<file path="src/rtl/bus_interface_unit_pkg.sv">
// Shared definitions for the bus interface unit and its neighbours
// (instruction_decode uses the same buffer-op codes and reset vector).
//   BUF_IDLE / BUF_LOAD / BUF_STORE : 2-bit op codes for the IDL and DOR
//                                     enables (code 2'b11 behaves as IDLE)
//   NOP_OPCODE_DEF                  : opcode shown to the decoder outside RUN
//   RESET_VECTOR_DEF                : address of the reset vector low byte
//   biu_state_t                     : bus-unit sequencing state
//   biu_debug_t                     : snapshot of internal state for observation
package bus_interface_unit_pkg;

    localparam logic [1:0]  BUF_IDLE  = 2'b00;
    localparam logic [1:0]  BUF_LOAD  = 2'b01;
    localparam logic [1:0]  BUF_STORE = 2'b10;

    localparam logic [7:0]  NOP_OPCODE_DEF   = 8'hEA;
    localparam logic [15:0] RESET_VECTOR_DEF = 16'hFFFC;

    typedef enum logic [1:0] {
        ST_RST_LO = 2'd0,
        ST_RST_HI = 2'd1,
        ST_RUN    = 2'd2
    } biu_state_t;

    typedef struct packed {
        biu_state_t  state;
        logic [15:0] pc;
        logic [7:0]  idl;
        logic [7:0]  dor;
    } biu_debug_t;

endpackage

</file>
<file path="src/rtl/bus_interface_unit_program_counter.sv">
// 16-bit program counter with byte-wise load and wrapping increment.
// Ports:
//   clk      in   core clock
//   rst      in   asynchronous active-high reset, clears the count to 0
//   load_lo  in   load data into pc[7:0]
//   load_hi  in   load data into pc[15:8]
//   inc      in   increment pc, 16'hFFFF wraps to 16'h0000
//   data     in   byte to load
//   pc       out  current program counter
// The three controls are mutually exclusive in normal use; the priority
// below only decides the outcome if more than one is raised.
module bus_interface_unit_program_counter (
    input  logic        clk,
    input  logic        rst,
    input  logic        load_lo,
    input  logic        load_hi,
    input  logic        inc,
    input  logic [7:0]  data,
    output logic [15:0] pc
);

    always_ff @(posedge clk or posedge rst) begin
        if (rst) begin
            pc <= 16'h0000;
        end else if (load_lo) begin
            pc[7:0] <= data;
        end else if (load_hi) begin
            pc[15:8] <= data;
        end else if (inc) begin
            pc <= pc + 16'd1;
        end
    end

endmodule

</file>
<file path="src/rtl/bus_interface_unit.sv">
// Memory-side responder to the instruction decoder's bus requests.
// Fetches the reset vector, then drives opcode/operand reads and store
// cycles. Owns the address mux, the input data latch (IDL) and the data
// output register (DOR); the program counter is a sub-module.
// Ports:
//   clk, res                 clock; asynchronous active-high reset
//   rdy                      external ready, 0 stalls read cycles
//   pc_enable                increment PC this cycle (RUN only)
//   address_select           1 = memory_address on the bus, 0 = PC
//   memory_address           decoder-supplied operand address
//   rw                       1 read, 0 write
//   data_buffer_enable       DOR op code
//   input_data_latch_enable  IDL op code
//   alu_result               value captured by DOR LOAD
//   data_in                  external data bus (read direction)
//   address_bus, rw_pin      external address and R/W pins
//   data_out, data_oe        external data bus (write direction) and enable
//   instruction              byte to the decoder (NOP outside RUN)
//   idl_data, idl_valid      IDL contents and STORE request qualifier
//   core_rdy                 rdy forwarded to the decoder while in RUN
//   debug                    internal state snapshot
//
// Ready handshake: a read cycle completes only on a rising edge with
// rdy=1; with rdy=0 the address, PC, IDL and sequencing state all hold and
// the cycle repeats. Write cycles (rw=0) are not stalled: the pins carry
// DOR for the whole cycle and DOR updates on every edge it is loaded.
module bus_interface_unit
    import bus_interface_unit_pkg::*;
#(
    parameter logic [15:0] RESET_VECTOR = RESET_VECTOR_DEF,
    parameter logic [7:0]  NOP_OPCODE   = NOP_OPCODE_DEF
) (
    input  logic        clk,
    input  logic        res,
    input  logic        rdy,
    input  logic        pc_enable,
    input  logic        address_select,
    input  logic [15:0] memory_address,
    input  logic        rw,
    input  logic [1:0]  data_buffer_enable,
    input  logic [1:0]  input_data_latch_enable,
    input  logic [7:0]  alu_result,
    input  logic [7:0]  data_in,
    output logic [15:0] address_bus,
    output logic        rw_pin,
    output logic [7:0]  data_out,
    output logic        data_oe,
    output logic [7:0]  instruction,
    output logic [7:0]  idl_data,
    output logic        idl_valid,
    output logic        core_rdy,
    output biu_debug_t  debug
);

    localparam logic [15:0] RESET_VECTOR_HI = RESET_VECTOR + 16'd1;

    biu_state_t  state;
    biu_state_t  state_next;
    logic [15:0] pc;
    logic [7:0]  idl;
    logic [7:0]  dor;
    logic        in_run;

    assign in_run = (state == ST_RUN);

    // ---------------- state register ----------------
    always_ff @(posedge clk or posedge res) begin
        if (res) begin
            state <= ST_RST_LO;
        end else begin
            state <= state_next;
        end
    end

    // ---------------- next-state logic ----------------
    // Vector fetch steps only on completed (rdy=1) read cycles; RUN is
    // left only through res.
    always_comb begin
        state_next = state;
        case (state)
            ST_RST_LO: if (rdy) state_next = ST_RST_HI;
            ST_RST_HI: if (rdy) state_next = ST_RUN;
            ST_RUN:    state_next = ST_RUN;
            default:   state_next = ST_RST_LO;
        endcase
    end

    // ---------------- outputs ----------------
    always_comb begin
        address_bus = RESET_VECTOR;
        rw_pin      = 1'b1;
        data_oe     = 1'b0;
        instruction = NOP_OPCODE;
        idl_valid   = 1'b0;
        core_rdy    = 1'b0;
        case (state)
            ST_RST_LO: address_bus = RESET_VECTOR;
            ST_RST_HI: address_bus = RESET_VECTOR_HI;
            ST_RUN: begin
                address_bus = address_select ? memory_address : pc;
                rw_pin      = rw;
                data_oe     = ~rw;
                instruction = data_in;
                idl_valid   = (input_data_latch_enable == BUF_STORE);
                core_rdy    = rdy;
            end
            default: address_bus = RESET_VECTOR;
        endcase
    end

    // DOR drives the pins unconditionally; data_oe decides whether the
    // pad actually drives, so a same-cycle LOAD shows up one cycle later.
    assign data_out = dor;
    assign idl_data = idl;

    // ---------------- program counter ----------------
    bus_interface_unit_program_counter u_pc (
        .clk     (clk),
        .rst     (res),
        .load_lo (state == ST_RST_LO && rdy),
        .load_hi (state == ST_RST_HI && rdy),
        .inc     (in_run && pc_enable && rdy),
        .data    (data_in),
        .pc      (pc)
    );

    // ---------------- input data latch ----------------
    always_ff @(posedge clk or posedge res) begin
        if (res) begin
            idl <= 8'h00;
        end else if (in_run && rdy && input_data_latch_enable == BUF_LOAD) begin
            idl <= data_in;
        end
    end

    // ---------------- data output register ----------------
    // Write path: not gated by rdy so a stalled bus still takes the store.
    always_ff @(posedge clk or posedge res) begin
        if (res) begin
            dor <= 8'h00;
        end else if (in_run && data_buffer_enable == BUF_LOAD) begin
            dor <= alu_result;
        end
    end

    assign debug = '{state: state, pc: pc, idl: idl, dor: dor};

endmodule

</file>
<file path="config.mk">
export PLATFORM = sky130hd
export DESIGN_NAME = bus_interface_unit
export DESIGN_NICKNAME = d
export VERILOG_FILES = /design/src/rtl/bus_interface_unit_pkg.sv /design/src/rtl/bus_interface_unit_program_counter.sv /design/src/rtl/bus_interface_unit.sv
export SDC_FILE = /design/constraint.sdc
export NUM_CORES = 1
export LEC_CHECK = 0
export BUFFER_PORTS_ARGS = -buffer_cell sky130_fd_sc_hd__buf_2
export CAP_MARGIN = 30
export CORE_ASPECT_RATIO = 0.6
export CORE_MARGIN = 10
export CORE_UTILIZATION = 46
export CTS_CLUSTER_DIAMETER = 150
export CTS_CLUSTER_SIZE = 24
export DETAILED_ROUTE_END_ITERATION = 16
export PLACE_DENSITY_LB_ADDON = 0.15
export SLEW_MARGIN = 20
export SYNTH_ARGS = -nofsm -noshare
export SYNTH_HDL_FRONTEND = slang
export SYNTH_HIERARCHICAL = 1
export SYNTH_SLANG_ARGS = --single-unit
</file>
<file path="constraint.sdc">
create_clock -name clk -period 2.3 [get_ports clk]
set_clock_uncertainty 0.05 [all_clocks]
set_input_delay 0.69 -clock clk [delete_from_list [all_inputs] [get_ports clk]]
set_output_delay 0.69 -clock clk [all_outputs]
set_load 0.01 [all_outputs]
</file>
* After elaboration in Yosys (flattened, before gate mapping)
Index checks and enable logic that the tools add are counted.
Operators by class: reduce and logical (&&, ||, !) cells 13, mux-type cells 14, add/sub/neg operators 1, equal/unequal tests 8, bitwise logic cells 2
Operators with widths (number):
- $mux W16 | 2
- $mux W8 | 4
- $pmux W16 S2 | 1
- $add A16 B1 Y16 const B | 1
- $logic_and A1 B1 Y1 | 7
- $eq A2 B1 Y1 const B | 3
- $pmux W2 S3 | 1
- $reduce_and A2 Y1 | 3
- $eq A2 B2 Y1 const B | 2
- $mux W1 | 4
- $mux W2 | 2
- $ne A2 B2 Y1 const B | 2
- $reduce_bool A2 Y1 | 2
- $logic_not A2 Y1 | 1
- $ne A2 B1 Y1 const B | 1
- $not A1 Y1 | 2
Word-level totals: logic and storage cells 43, input port bits 42, output and inout bits 78, flip-flop bits (word level) 34

* Logic depth before layout (Yosys ltp)
depth after elaboration 6, gate-level depth with buffers 9

* Hierarchy
Netlist, hierarchy kept.
Modules (own cells, without submodules):
- bus_interface_unit | area an instance 1293.7 um^2, instances 1, cells an instance 122
- bus_interface_unit_program_counter | area an instance 1027.2 um^2, instances 1, cells an instance 119

* Least setup slack after synthesis
No wires, ideal clock.
path type register -> output, from register state[0], to output port address_bus[10], path slack 0.126 ns, stages on the path, launching flop included 6, arrival time 1.434 ns, buffers on the path 1, path through dfrtp_1 inv_1 ha_1 and2b_1 clkbuf_1 o21ai_0
On the way: longest elaborated chain between the ends 2, elaborated cells on any way between the ends 3, classes of those cells eq/ne (2); mux (1)
RTL lines:
- start, declared | RTL line bus_interface_unit.sv:57 | biu_state_t state;
- start signal, assigned | RTL line bus_interface_unit.sv:71 | state <= state_next;
- $eq A2 B2 Y1 / $eq A2 B1 Y1 (equally long branches) | RTL line bus_interface_unit.sv:96 | case (state)
- $pmux W16 S2 * | RTL line bus_interface_unit.sv:96
- end, declared | RTL line bus_interface_unit.sv:44 | output logic [15:0] address_bus,
Every way passes the cells marked *; elsewhere a longest branch is shown, timed or not.

* Worst setup path after layout
Same ends and word-level chain as after synthesis.

==> results by group <==
Logic synthesis
  – Post-synth ARST share: 100.0%
  – Synth top area cells: dfrtp_1 (37%), mux2_2 (8.7%), mux2i_1 (8.2%)
  – Post-synth top flop: dfrtp_1
  – Syn Nets: between 200 and 300
  – Post-synth EDFFs: 0
  – Syn Area/Cell: 9.631 um^2
  – #FFs+latches synth: 34
  – Synth unique cells: 46
  – Mapped Area: 0.002321 mm^2
  – Syn Inst Count: around 240
  – Post-synth top area share: a little over a third
  – Synth top cells by count: dfrtp_1 (34), o21ai_0 (26), mux2i_1 (19)
  – Fraction of the yosys area taken by sequential cells: between 30 and 40%
  – Count leader, synth: dfrtp_1
  – Leading area contributor after synthesis: dfrtp_1
  – Ys Warns: 6

Worst setup path
  – CP max-delay cell: dfrtp_1
  – Setup CP Type: flop to output pin
  – Element type at the critical path end: output pin
  – Crit path DAT: between 1.5 and 2 ns
  – CP peak stage delay: a little over 0.4 ns
  – Cell Chain, Critical Path: buf_6 -> ha_4 -> and2b_4 -> o21ai_1 -> buf_2
  – CP Launch Type: flop
  – Worst-path maximum fanout: 7
  – WP data required: roughly 1.6 ns

Clock network
  – Clk sinks: 34
  – Clk slew on worst S/H paths: around 0.08 ns
  – Cts bufs inserted: 5
  – CTS Buffer Depth: 2
  – Worst-skew pair later-pin latency: slightly below 0.3 ns
  – H-Tree Depth: 2
  – CTS tree: done
  – CTS root buf: clkbuf_8
  – CTS Hold Buffers Added: 0

Place
  – Placed cell count: 406
  – Post-Place Setup Slack: 0.02968 ns
  – Detailed placer's ending HPWL: between 5000 and 6000 um
  – Global placement routability congestion: 0.8846
  – PortBufs: roughly 120

GRT
  – Vias in the first global route: around 2200
  – Tot GR Track Use: around 18%
  – Initial antenna violation count: 0
  – Grt ovf: 0
  – First-pass GRT wire length: 12050 um
  – Largest net degree at the start of global routing: 26

Timing
  – PnR worst setup slack: between 0.0015 and 0.002 ns
  – Final setup vio count: 0
  – Min Tclk post-route: about 2.3 ns
  – F_max: 435.1 MHz
  – Fin Hold WS: roughly 0.44 ns
  – Worst slew margin: between 50% and 60%
  – Final hold vios: 0
  – Fin crit share: between 90% and 100%
  – Max-slew violations: 0
  – Unrepaired setup endpoints after global routing: yes
  – Slew @ Worst Pin: just under 0.7 ns

Cells and area
  – Core Util, Final: 66.36%
  – Diodes inserted: 0
  – Non-Filler Instances: about 420
  – Area Overhead vs Synth: 35.26%
  – Share of layout cells above drive strength 1: approximately half
  – Fin nets: 403
  – Fillers: between 300 and 400

Die
  – DIE HEIGHT: between 70 and 80 um
  – Die area: around 0.0084 mm^2
  – Rows: 19
  – # IOs: 120
  – Die W: approximately 110 um
  – Initial Util: 49.06%
  – Core area: between 0.004 and 0.005 mm^2

Power and ir drop
  – Leakage power: about 0.0015 uW
  – Power Density: around 1400 mW/mm^2
  – Max rail drop VDD: about 800 uV

Worst hold path
  – Hold/Removal Path Class: input port to async pin

Route
  – Final WL: about 7900 um
  – Routed via count: roughly 2200
  – Post-route ant nets: 0
  – Routed len/inst: 18.87 um
  – Drt pass-1 iters: 5
  – Post-DR vias/cell: between 5 and 6
  – DR iter-0 viols: about 140
  – Residual DRC count: 0

Run status
  – Status: finished clean

Flow run
  – MaxCap Viol Count: 0
[worst paths after layout]
kind                                         startpoint                      end  slack (ns)  depth (start not counted)
worst min-delay path                                res   u_pc/pc[0]$_DFFE_PP0P_        0.44                          2
min in group clk                data_out[2]$_DFFE_PP0P_  data_out[2]$_DFFE_PP0P_        0.48                          1
worst min register to register  data_out[2]$_DFFE_PP0P_  data_out[2]$_DFFE_PP0P_        0.48                          1
max in group asynchronous                           res     state[1]$_DFFE_PP0P_        1.31                          2
worst max register to register     state[0]$_DFFE_PP0P_   u_pc/pc[7]$_DFFE_PP0P_        0.20                          7
worst max-delay path               state[0]$_DFFE_PP0P_          address_bus[10]       0.002                          5
[sequential cells by signal, summed over array words and instances, names as in the netlist]
register,cells
u_pc/pc,16
idl_data,8
state,2
data_out,8
[repair_timing]
action                                 4_1_cts  5_1_grt
buffers inserted                             2        1
endpoints found under the hold margin        0        0
cloned                                       1        0
pin swaps                                    0        1
setup endpoints to repair                   18       19
resized for setup                            9       31
[per-stage QoR]
step / setup TNS, ns / instance area (um^2) / total power (uW)
6_report: 0 / 3139 / 4477
5_1_grt: -0.4610 / 3139 / 4798
3_5_place_dp: 0 / 2905 / 3572
2_1_floorplan: 0 / 2321 / 2645
3_3_place_gp: 0 / 2905 / 3539
4_1_cts: 0 / 3064 / 4270
[metal layers]
| layer | global-route usage (%) | part of all wire (%) | vias up | wire length [um] |
|---|---|---|---|---|
| li1 | - | - | 1067 | - |
| met4 | 4.681 | 0.58 | 0 | 46 |
| met1 | 23.84 | 43 | 1056 | 3394 |
| met3 | 6.111 | 11 | 7 | 889 |
| met2 | 27.16 | 45 | 112 | 3557 |
| met5 | 0 | 0 | - | 0 |
[cells by family (layout without fill, tap and decap cells)]
family	after synthesis	after routing	synth area share, %
simple gates	76	77	19.89
compound gates	43	43	11.00
mux	37	37	16.93
buf+inv	37	150	9.110
flops	34	34	36.66
fa+ha+maj	7	7	3.773
xor+xnor	7	7	2.642
[layout make-up]
cell class                      count  area (um^2)  area share [%]
Inverter                           11        43.79           1.395
Sequential cell                    34        850.8           27.10
Timing Repair Buffer              131        705.7           22.48
Multi-Input combinational cell    171         1346           42.89
Clock buffer                        5        68.82           2.192
Tap cell                           63        78.83           2.511
Clock inverter                      3        45.04           1.435
[worst max-delay path: cells and delay by family (launching register included)]
kind / cells / cell delay [ns]
flops: 1 / 0.41
buf+inv: 2 / 0.28
compound gates: 1 / 0.08
fa+ha+maj: 1 / 0.15
simple gates: 1 / 0.34
[where the power goes]
group          internal (uW)  total [uW]  switching (uW)
combinational           1230        2730            1500
clock                    322         561             239
sequential               864        1190             321
[cell usage in the layout (no fill, tap or decap), drive strengths merged, types with 6 or more instances in the layout]
master and n:
buf 131, mux2i 19, and2 6, inv 11, nor2 7, nand2b 8, nand3 6, ha 7
nand2 16, mux2 18, o21ai 27, nor3 7, dfrtp 34
Power figures use the tool's default switching activity.
